$ cat config.mk
export PLATFORM = sky130hd
export DESIGN_NAME = int_to_fp_pipe
export DESIGN_NICKNAME = d
export VERILOG_FILES = /design/src/rtl/int_to_fp_pipe.sv
export SDC_FILE = /design/constraint.sdc
export NUM_CORES = 1
export LEC_CHECK = 0
export ABC_AREA = 1
export ABC_CLOCK_PERIOD_IN_PS = 4900
export CELL_PAD_IN_SITES_DETAIL_PLACEMENT = 2
export CELL_PAD_IN_SITES_GLOBAL_PLACEMENT = 2
export CORE_MARGIN = 3
export CORE_UTILIZATION = 28
export DETAILED_ROUTE_END_ITERATION = 10
export GPL_ROUTABILITY_DRIVEN = 0
export PLACE_DENSITY = 0.85
export SYNTH_ARGS = -nofsm -noshare
export SYNTH_HDL_FRONTEND = slang
export SYNTH_SLANG_ARGS = --single-unit
$ cat constraint.sdc
create_clock -name clk -period 4.9 [get_ports clk]
set_input_delay 1.225 -clock clk [delete_from_list [all_inputs] [get_ports clk]]
set_output_delay 1.225 -clock clk [all_outputs]
set_load 0.05 [all_outputs]
$ cat src/rtl/int_to_fp_pipe.sv
// Three-stage pipelined signed/unsigned 32/64-bit integer to IEEE-754 converter.
// S1 takes the magnitude, S2 normalizes it and S3 rounds into the output registers.
module int_to_fp_pipe #(
  parameter int EXPWIDTH  = 8,
  parameter int PRECISION = 24
) (
  input  logic                          clk,
  input  logic                          rst,
  input  logic                          flush_i,
  input  logic                          in_valid_i,
  output logic                          in_ready_o,
  input  logic [63:0]                   a_i,
  input  logic [2:0]                    rm_i,
  input  logic [1:0]                    op_i,
  output logic                          out_valid_o,
  input  logic                          out_ready_i,
  output logic [EXPWIDTH+PRECISION-1:0] result_o,
  output logic [4:0]                    fflags_o
);

  localparam int EXPBIAS = (1 << (EXPWIDTH - 1)) - 1;
  localparam logic [EXPWIDTH-1:0] EXP_TOP = EXPWIDTH'(EXPBIAS + 63);

  function automatic logic [5:0] lzc64(input logic [63:0] v);
    lzc64 = 6'd0;
    for (int i = 0; i < 64; i++)
      if (v[i]) lzc64 = 6'(63 - i);
  endfunction

  logic        en;
  logic [63:0] src;
  logic        in_sign;
  logic [63:0] in_abs;

  logic        s1_valid, s1_sign;
  logic [63:0] s1_abs;
  logic [2:0]  s1_rm;
  logic [5:0]  s1_lzc;

  logic                s2_valid, s2_sign, s2_zero;
  logic [EXPWIDTH-1:0] s2_exp;
  logic [62:0]         s2_norm;
  logic [2:0]          s2_rm;

  logic [PRECISION-2:0]        mant;
  logic                        rnd, sticky, round_up;
  logic [PRECISION-1:0]        mant_inc;
  logic [EXPWIDTH-1:0]         exp_out;
  logic [EXPWIDTH+PRECISION-1:0] res_nxt;
  logic [4:0]                  flags_nxt;

  assign en         = !out_valid_o | out_ready_i;
  assign in_ready_o = en;

  // 32-bit sources are widened first so one 64-bit negate serves every op.
  always_comb begin
    src = a_i;
    if (!op_i[1])
      src = op_i[0] ? {{32{a_i[31]}}, a_i[31:0]} : {32'd0, a_i[31:0]};
    in_sign = op_i[0] & src[63];
    in_abs  = in_sign ? (~src + 64'd1) : src;
  end

  assign s1_lzc = lzc64(s1_abs);

  always_comb begin
    mant   = s2_norm[62:64-PRECISION];
    rnd    = s2_norm[63-PRECISION];
    sticky = |s2_norm[62-PRECISION:0];
    case (s2_rm)
      3'd0:    round_up = rnd & (sticky | mant[0]);
      3'd2:    round_up = s2_sign & (rnd | sticky);
      3'd3:    round_up = !s2_sign & (rnd | sticky);
      3'd4:    round_up = rnd;
      default: round_up = 1'b0;
    endcase
    mant_inc  = {1'b0, mant} + PRECISION'(round_up);
    // A carry out of the fraction leaves it all zeros, so only the exponent moves.
    exp_out   = mant_inc[PRECISION-1] ? s2_exp + EXPWIDTH'(1) : s2_exp;
    res_nxt   = s2_zero ? '0 : {s2_sign, exp_out, mant_inc[PRECISION-2:0]};
    flags_nxt = s2_zero ? 5'd0 : {4'd0, rnd | sticky};
  end

  always_ff @(posedge clk) begin
    if (rst) begin
      s1_valid    <= 1'b0;
      s1_sign     <= 1'b0;
      s1_abs      <= '0;
      s1_rm       <= '0;
      s2_valid    <= 1'b0;
      s2_sign     <= 1'b0;
      s2_zero     <= 1'b0;
      s2_exp      <= '0;
      s2_norm     <= '0;
      s2_rm       <= '0;
      out_valid_o <= 1'b0;
      result_o    <= '0;
      fflags_o    <= '0;
    end else begin
      if (en) begin
        s1_sign  <= in_sign;
        s1_abs   <= in_abs;
        s1_rm    <= rm_i;
        s2_sign  <= s1_sign;
        s2_zero  <= (s1_abs == 64'd0);
        s2_exp   <= EXP_TOP - EXPWIDTH'(s1_lzc);
        s2_norm  <= 63'(s1_abs << s1_lzc);
        s2_rm    <= s1_rm;
        result_o <= res_nxt;
        fflags_o <= flags_nxt;
      end
      if (flush_i) begin
        s1_valid    <= 1'b0;
        s2_valid    <= 1'b0;
        out_valid_o <= 1'b0;
      end else if (en) begin
        s1_valid    <= in_valid_i;
        s2_valid    <= s1_valid;
        out_valid_o <= s2_valid;
      end
    end
  end

endmodule

==> results of run 1 <==
through the flow:
stage	setup TNS [ps]	std cells	utilization, %
after floorplan	0	2380	-
after detailed placement	-52910	3087	33.4
final	-146360	3196	42.3
after global routing	-174560	3196	42.3
after CTS	-31860	3166	38.2
after global placement	-21520	3087	33.4
logic make-up (layout without fill, tap and decap cells):
| group | after synthesis | in the layout | synth area share, % |
|---|---|---|---|
| other cells | 1 | 4 | 0.0275 |
| buf+inv | 415 | 616 | 12.0 |
| flops | 180 | 180 | 26.4 |
| compound gates | 284 | 284 | 12.4 |
| fa+ha+maj | 5 | 5 | 0.458 |
| simple gates | 1465 | 1465 | 47.0 |
| xor+xnor | 27 | 27 | 1.73 |
timing repair:
item,4_1_cts,5_1_grt
pin swaps,63,105
hold buffers,0,0
setup endpoints to repair,96,111
buffers inserted,44,31
cloned,5,2
gates resized for setup,297,388
endpoints found under the hold margin,0,0
final timing paths:
path,startpoint,to,slack [ps],cells after the start
max,s1_abs[1],s2_norm[38],-2260,73
min,result_o[12],result_o[12],480,2
max reg2reg,s1_abs[1],s2_norm[38],-2260,73
min reg2reg,result_o[12],result_o[12],480,2
flip-flops by register name, summed over array words and instances, names as in the netlist, 3 cells and up:
| signal | count |
|---|---|
| s2_norm | 63 |
| s2_exp | 8 |
| s1_rm | 3 |
| result_o | 32 |
| s1_abs | 64 |
| s2_rm | 3 |
layer usage:
layer | wire, um | share of wire (%)
met5 | 0 | 0
met4 | 8910 | 8.6
met3 | 7480 | 7.3
met2 | 49100 | 48
met1 | 37500 | 36
power breakdown:
part	total [uW]	internal [uW]	switching, uW
Sequential	2040	1730	311
Clock	1500	726	778
Combinational	5360	1620	3740
Total	8900	4070	4830
cells in the final DEF (no fill, tap or decap), types with 42 or more instances in the layout:
cell type,Yosys,layout
a21oi_1,131,104
buf_4,5,174
clkdlybuf4s50_1,0,100
dfxtp_1,180,162
inv_1,261,245
nand2_1,630,529
nand2_2,2,78
nand3_1,553,278
nand3_2,1,224
nand3_4,0,52
nor2_1,168,135
o21ai_0,61,52
o221ai_1,43,42
layout make-up:
| class | instances | area, um2 |
|---|---|---|
| fillers | 5508 | 27700 |
| multi-input cells | 1785 | 11300 |
| flip-flops and latches | 180 | 3630 |
| repair buffers | 317 | 2980 |
| inverters | 268 | 1020 |
| well taps | 615 | 769 |
| clock buffers | 20 | 447 |
| clock inverters | 11 | 118 |
worst max-delay path, delay by kind of cell, from the launching register on:
family                 cells  cell delay [ps]
flip-flops                 1              330
buffers and inverters      2              280
AND/OR/NAND/NOR           71             6380
==> flow_metrics.tcl, run 1 <==
set metrics [dict create \
    status "finished, violations left" \
    violations "setup timing" \
    place_area_um2 16000 \
    relSlewSlack_pct 15.5 \
    layout-drive-gt1-share_pct 30.1 \
    hpwl_um 48300 \
    cts_tree "built" \
    ys_seq_area_share_pct 26.4 \
    syn-cell-area_um2 13700 \
    synth_area_leaders "dfxtp_1 (26%), nand3_1 (20%), nand2_1 (17%)" \
    grt_pass1_vias 21029 \
    slew_viol_final 0 \
    cap_violations 0 \
    ys_seq_elements 180 \
    ir_drop_mv 0.225 \
    critical_path_class "reg -> reg" \
    path_common_cell "nand2_1" \
    row_count 80 \
    ys_types 39 \
    synth_top_area_cell "dfxtp_1" \
    crit_path_end_kind "flop" \
    cp.required_ps 5290 \
    avgSynthCellArea_um2 5.75 \
    place_ws_ps -1640 \
    hold_path_class "reg -> reg" \
    finClkSkew_ps 23.4 \
    hold_ws_ps 478 \
    cts_buffers 17 \
    syn_inst 2377 \
    cts.sinks 180 \
    die_x_um 227 \
    area_growth_syn_to_layout_pct 48.3 \
    drt_iter0_drc 2284 \
    start_util_pct 28.5 \
    worst_slew_pin_slew_ps 1260 \
    cts-root-buf "clkbuf_16" \
    leakage_uw 0.00922 \
    dieArea_um2 51500 \
    layout_setup_ws_ps -2260 \
    diodes 0 \
    cp-start-kind "flop" \
    drt_wl_total_um 103000 \
    power_density_nw_per_um2 439 \
    hold_viol_final 0 \
    gr-max-usage-layer "met2" \
    fin_crit_ps 7160 \
    use_met2_pct 56.9 \
    ys.warnings.count 0 \
    num-nets-final 2648 \
    yosys-top-cells-count "nand2_1 (630), nand3_1 (553), inv_1 (261), dfxtp_1 (180), nor2_1 (168)" \
    clk-insertion-delay-late_ps 510 \
    grt_use_met1_pct 35.8 \
    setup_violations 90 \
    synthMostInstantiatedCell "nand2_1" \
    cts_buffer_depth 2 \
    met3_usage_pct 4.78 \
    antenna_found_initial 0 \
    vias 20620 \
    io_pins 113 \
    core-area_um2 47900 \
    rsz0062_at_grt "true" \
    cp_max_fo 6 \
    h-tree-depth 4 \
    vias_per_cell 6.45 \
    grtUsageTotal_pct 31.9 \
    overflow 0 \
    timing.final.crit_share_pct 146 \
    clkSlewWorstSetupHoldPaths_ps 90 \
    wire_per_inst_um 32.2 \
    async_flop_share_pct 0 \
    synth-edff-count 0 \
    timing.fmax_mhz 140 \
    cp.arrival_ps 7560 \
    yosysTopAreaCellShare_pct 26.4 \
    port_buffers 108 \
    drc 0 \
    grt_pass1_wl_um 128000 \
    chipHeight_um 227 \
    synth_ff_type "dfxtp_1" \
    ant_nets 0 \
    grt_max_degree 146 \
    crit_slowest_cell "dfxtp_2" \
    firstDrtPassIters 6 \
    power_uw 8900 \
    stdcell_area_um2 20300 \
    cp_slowest_stage_delay_ps 330 \
]
No activity file was read; power rests on OpenSTA's default activity.
==> run 2: changes to the inputs <==
- CTS_CLUSTER_SIZE: unset -> 28
==> results of run 2 <==
The final DEF is identical to that of run 1; final timing and power are the same.
==> run 3: changes to the inputs <==
- ABC_CLOCK_PERIOD_IN_PS: 4900 -> unset
==> results of run 3 <==
The final DEF is identical to that of run 1; final timing and power are the same.
